<file path="config.mk">
export PLATFORM = sky130hd
export DESIGN_NAME = lcd_frame_streamer
export DESIGN_NICKNAME = d
export VERILOG_FILES = /design/src/rtl/lcd_frame_streamer.sv
export SDC_FILE = /design/constraint.sdc
export NUM_CORES = 1
export LEC_CHECK = 0
export ABC_AREA = 0
export ABC_CLOCK_PERIOD_IN_PS = 2050
export CORE_ASPECT_RATIO = 0.6
export CORE_MARGIN = 2
export CORE_UTILIZATION = 35
export CTS_BUF_LIST = sky130_fd_sc_hd__clkbuf_2
export CTS_CLUSTER_DIAMETER = 50
export DETAILED_ROUTE_END_ITERATION = 8
export PLACE_DENSITY = 0.59
export SYNTH_ARGS = -nofsm -noshare
export SYNTH_HDL_FRONTEND = slang
export SYNTH_SLANG_ARGS = --single-unit
</file>
<file path="constraint.sdc">
create_clock -name clk -period 2.05 [get_ports clk]
set_input_delay 0.41 -clock clk [delete_from_list [all_inputs] [get_ports clk]]
set_output_delay 0.41 -clock clk [all_outputs]
set_load 0.02 [all_outputs]
</file>
<file path="src/rtl/lcd_frame_streamer.sv">
// Streams one PAGES x COLS frame of pattern bytes per key change, with ready/valid handshake.
// Optional build macro LCD_FRAME_CNT_EN adds an 8-bit completed-frame counter output.
module lcd_frame_streamer #(
   parameter int PAGES = 8,
   parameter int COLS  = 64
) (
   input  logic       clk,
   input  logic       rst,
   input  logic [3:0] key,
   input  logic       en,
   output logic [7:0] data_out,
   output logic       data_valid,
   output logic       frame_busy,
`ifdef LCD_FRAME_CNT_EN
   output logic       frame_done,
   output logic [7:0] frame_cnt
`else
   output logic       frame_done
`endif
);

   localparam int PW = (PAGES > 1) ? $clog2(PAGES) : 1;
   localparam int CW = (COLS > 1) ? $clog2(COLS) : 1;
   localparam logic [PW-1:0] PAGE_LAST = PW'(PAGES - 1);
   localparam logic [CW-1:0] COL_LAST  = CW'(COLS - 1);

   typedef enum logic [1:0] {IDLE, LOAD, STREAM, DONE} state_t;

   state_t        state_q, state_d;
   logic [3:0]    cur_key_q, cur_key_d;
   logic [3:0]    prev_key_q, prev_key_d;
   logic          pending_q, pending_d;
   logic [PW-1:0] page_q, page_d;
   logic [CW-1:0] col_q, col_d;
   logic [7:0]    data_out_q, data_out_d;
   logic          data_valid_q, data_valid_d;
   logic          frame_busy_q, frame_busy_d;
   logic          frame_done_q, frame_done_d;
   logic          key_change;
   logic          xfer;

   function automatic logic [7:0] pattern(input logic [3:0] k, input logic [PW-1:0] pg,
                                          input logic [CW-1:0] c);
      logic [7:0] pg8;
      logic [7:0] c8;
      pg8 = 8'(pg);
      c8  = 8'(c);
      case (k)
         4'd0:    pattern = 8'h00;
         4'd1:    pattern = 8'hFF;
         4'd2:    pattern = c8[0] ? 8'hAA : 8'h55;
         4'd3:    pattern = c8[3] ? 8'hFF : 8'h00;
         4'd4:    pattern = pg8[0] ? 8'hFF : 8'h00;
         4'd5:    pattern = {pg8[2:0], c8[4:0]};
         default: pattern = {k, k};
      endcase
   endfunction

   always_comb begin
      state_d    = state_q;
      cur_key_d  = cur_key_q;
      page_d     = page_q;
      col_d      = col_q;
      prev_key_d = key;
      key_change = (key != prev_key_q);
      pending_d  = pending_q | key_change;
      xfer       = data_valid_q & en;

      case (state_q)
         IDLE: begin
            if (pending_q || key_change) state_d = LOAD;
         end
         LOAD: begin
            // The key latched here is the newest value, so a change seen now is already served.
            cur_key_d = key;
            pending_d = 1'b0;
            page_d    = '0;
            col_d     = '0;
            state_d   = STREAM;
         end
         STREAM: begin
            if (xfer) begin
               if (col_q == COL_LAST) begin
                  col_d = '0;
                  if (page_q == PAGE_LAST) state_d = DONE;
                  else                     page_d  = page_q + 1'b1;
               end else begin
                  col_d = col_q + 1'b1;
               end
            end
         end
         DONE: begin
            state_d = IDLE;
         end
         default: state_d = IDLE;
      endcase

      // Outputs are registered, so they are derived from the state being entered.
      data_valid_d = (state_d == STREAM);
      data_out_d   = (state_d == STREAM) ? pattern(cur_key_d, page_d, col_d) : 8'h00;
      frame_busy_d = (state_d == LOAD) || (state_d == STREAM);
      frame_done_d = (state_d == DONE);
   end

`ifdef LCD_FRAME_CNT_EN
   logic [7:0] frame_cnt_q, frame_cnt_d;

   always_comb begin
      frame_cnt_d = frame_done_q ? frame_cnt_q + 8'd1 : frame_cnt_q;
   end

   always_ff @(posedge clk) begin
      if (rst) frame_cnt_q <= 8'd0;
      else     frame_cnt_q <= frame_cnt_d;
   end

   assign frame_cnt = frame_cnt_q;
`endif

   always_ff @(posedge clk) begin
      if (rst) begin
         state_q      <= IDLE;
         cur_key_q    <= 4'd0;
         prev_key_q   <= key;
         pending_q    <= 1'b1;
         page_q       <= '0;
         col_q        <= '0;
         data_out_q   <= 8'h00;
         data_valid_q <= 1'b0;
         frame_busy_q <= 1'b0;
         frame_done_q <= 1'b0;
      end else begin
         state_q      <= state_d;
         cur_key_q    <= cur_key_d;
         prev_key_q   <= prev_key_d;
         pending_q    <= pending_d;
         page_q       <= page_d;
         col_q        <= col_d;
         data_out_q   <= data_out_d;
         data_valid_q <= data_valid_d;
         frame_busy_q <= frame_busy_d;
         frame_done_q <= frame_done_d;
      end
   end

   assign data_out   = data_out_q;
   assign data_valid = data_valid_q;
   assign frame_busy = frame_busy_q;
   assign frame_done = frame_done_q;

endmodule

</file>
==> impl_metrics.tcl <==
set metrics [dict create \
    p_int_uw 880 \
    wl_per_cell_um 14.9 \
    layout.nets 245 \
    dpl.cell_count 281 \
    slowest_stage "dfxtp_4" \
    die_width_um 90.9 \
    drive_gt1_frac 0.302 \
    drc 0 \
    yosys.cell_count.top_type "dfxtp_1" \
    drv_cap 0 \
    slowest_delay_ns 0.39 \
    reg2reg_from "state_q[0]$_SDFF_PP0_" \
    die_h_um 56.1 \
    critPathKind "register to register" \
    rsz0062_at_grt "yes" \
    gr-usage-all-layers 0.171 \
    drtIter0Drc 128 \
    cts_hold_buf 0 \
    clk_pin_slew_ns 0.17 \
    grt_use_met3 0.0474 \
    numCtsBuffers 5 \
    yosysTopAreaCell "dfxtp_1" \
    timing.fmax_mhz 490 \
    synth_compound_area_frac 0.185 \
    critPathLaunch "state_q[0]$_SDFF_PP0_" \
    clk_path_buf_depth 2 \
    synth_fa_ha_area_frac 0.0552 \
    cts_root_buf "clkbuf_2" \
    ioPinCount 18 \
    power.switching_uw 389 \
    row_count 18 \
    yosysWarnings 0 \
    place_hpwl_mm 3.18 \
    worstPathArrival_ns 2.31 \
    worstPathCellList "clkinvlp_4, ha_4, nand4_1, or3_4, a311oi_4, a21oi_4, a31oi_1" \
    syn2layout_area_growth_pct 37.9 \
    pre_cts_ws_ns -0.274 \
    cp-start-kind "register" \
    setup_viol 0 \
    grt_max_degree 19 \
    power.density_mw_per_mm2 581 \
    async_reset_ff_frac 0 \
    clkLatencyLatePin_ns 0.35 \
    wl_mm 4.36 \
    synthSimpleGateAreaFrac 0.242 \
    slew_violations 0 \
    hold_viol 0 \
    routed_via_density 5.36 \
    dr_total_vias 1564 \
    ctsHtreeMaxLevel 2 \
    die_area_mm2 0.00510 \
    fin_crit_sh 0.995 \
    worst_slack_ns 0.00935 \
    p_comb_frac 0.263 \
    initial_core_util 0.374 \
    synth_cells 179 \
    synth.top_cell.area_share 0.391 \
    synth_xor_area_frac 0.0387 \
    synth-edff-count 0 \
    crit_buf_inv 1 \
    synthFlopType "dfxtp_1" \
    tightest_slew_ns 0.567 \
    clock-sinks 31 \
    fin_worst_skew_ns 0.0177 \
    grt_busiest_layer "met2" \
    min_from "col_q[4]$_SDFF_PP0_" \
    crit_path_end_kind "register" \
    required_ns 2.32 \
    clockPowerShare 0.232 \
    seq_area_frac_synth 0.391 \
    grt_pass1_vias 1447 \
    synth_top_family_by_area "simple AND/OR/NAND/NOR gates" \
    yosys-top-cells-count "dfxtp_1, nor2_1, nand2_1, nor3_1" \
    cp_top_family "compound AO/OA/AOI/OAI gates" \
    ys_top_cells_by_area "dfxtp_1, ha_1, nor2_1, nor3_1, a31oi_1" \
    yosys.cell_types.count 49 \
    routabilityCongestion 0.871 \
    finalNonFillerCells 292 \
    n_antenna_cell 0 \
    slew_headroom 0.611 \
    cts_tree "done" \
    core_area_mm2 0.00423 \
    grt_use_met2 0.262 \
    postRouteAntennaNets 0 \
    grt_pass1_wl_mm 6.91 \
    ir_drop_uv 285 \
    p_sw_frac 0.307 \
    avgSynthCellArea_um2 8.86 \
    drt_pass1_iterations 6 \
    status "complete, no violations" \
    seqPwrFrac 0.505 \
    muxShareOfSynthArea 0.0339 \
    ys_ff_latch 31 \
    layout_min_cycle_time_ns 2.04 \
    antenna_found_initial 0 \
    io_buffers 17 \
    worstHoldPathType "register to register" \
    use_met1 0.241 \
    grt_overflow 0 \
    syn-num-nets 193 \
    worstPathMaxFanout 7 \
    mappedNetlistArea_mm2 0.00159 \
    leakage_uw 0.000870 \
]
[worst reg2reg max path, stage by stage, from the launching register on]
cell and delay, ns:
dfxtp_4 0.39, clkinvlp_4 0.11, ha_4 0.33, nand4_1 0.14
or3_4 0.39, a311oi_4 0.34, a21oi_4 0.09, a31oi_1 0.19
[routing by layer]
layer,up-vias,wire (µm)
met5,-,0
met4,0,25
met1,747,2060
met3,4,311
li1,748,-
met2,65,1960
[area by class of cell]
class                           count  area (µm²)
Timing Repair Buffer               54         448
Sequential cell                    31         626
Tap cell                           60        75.1
Multi-Input combinational cell    132         967
Clock buffer                        7        35.0
Inverter                            7        30.0
Clock inverter                      1        5.00
Fill cell                         420        2050
[power by group through the flow]
stage	combinational, µW	sequential (µW)	clock [µW]
6_report	334	641	294
5_1_grt	363	644	340
4_1_cts	297	639	310
3_5_place_dp	286	652	0
3_3_place_gp	282	651	0
2_1_floorplan	166	658	0
[state kept, by name, indices dropped and copies added, names as in the netlist, 2 cells and up]
register,cells
col_q,6
cur_key_q,4
data_out,8
page_q,3
prev_key_q,4
state_q,2
[through the flow]
| stage | hold slack, ns | power, µW | utilization | cell area, µm² | TNS, ns |
|---|---|---|---|---|---|
| floorplan | 0.438 | 823 | - | 1590 | 0 |
| global placement | 0.616 | 933 | 0.479 | 2030 | -1.71 |
| detailed placement | 0.638 | 938 | 0.479 | 2030 | -2.26 |
| CTS | 0.657 | 1250 | 0.493 | 2090 | 0 |
| global route | 0.656 | 1350 | 0.516 | 2190 | -0.355 |
| finish | 0.660 | 1270 | 0.516 | 2190 | 0 |
[what timing repair did]
action                                  in CTS  in global routing
buffers inserted                             0                  3
pin swaps                                    3                  7
gates resized for setup                      4                 15
endpoints found under the setup margin       8                  8
[cells by family after synthesis]
group                      count (synthesis)
DFF                                       31
AOI/OAI and AO/OA                         41
buffers and inverters                     16
muxes                                      5
and+or+nand+nor                           72
xor gates and xnor gates                   7
adders and majority gates                  7
[path summary, 6_finish.rpt]
check / endpoint / slack [ns] / cells after the start
worst max-delay path: data_out[1]$_SDFF_PP0_ / 0.009 / 7
worst min-delay path: col_q[4]$_SDFF_PP0_ / 0.66 / 3
worst max register to register: data_out[1]$_SDFF_PP0_ / 0.009 / 7
worst min register to register: col_q[4]$_SDFF_PP0_ / 0.66 / 3
[cell usage in the layout, fill, tap and decap left out, types with 3 or more instances in the layout]
cell,n
buf_4,37
dfxtp_1,29
nor2_1,18
clkdlybuf4s50_1,17
nand2_1,10
nor3_1,8
a21oi_1,7
a31oi_1,7
clkbuf_2,7
o21ai_0,6
inv_1,5
xnor2_1,4
nand3_1,4
mux2i_1,4
nand4_1,4
nor2b_1,4
ha_1,4
xor2_1,3
o21a_1,3
nor3b_1,3
or2_2,3
ha_4,3
Note: power is estimated with default switching activity, not from simulation.
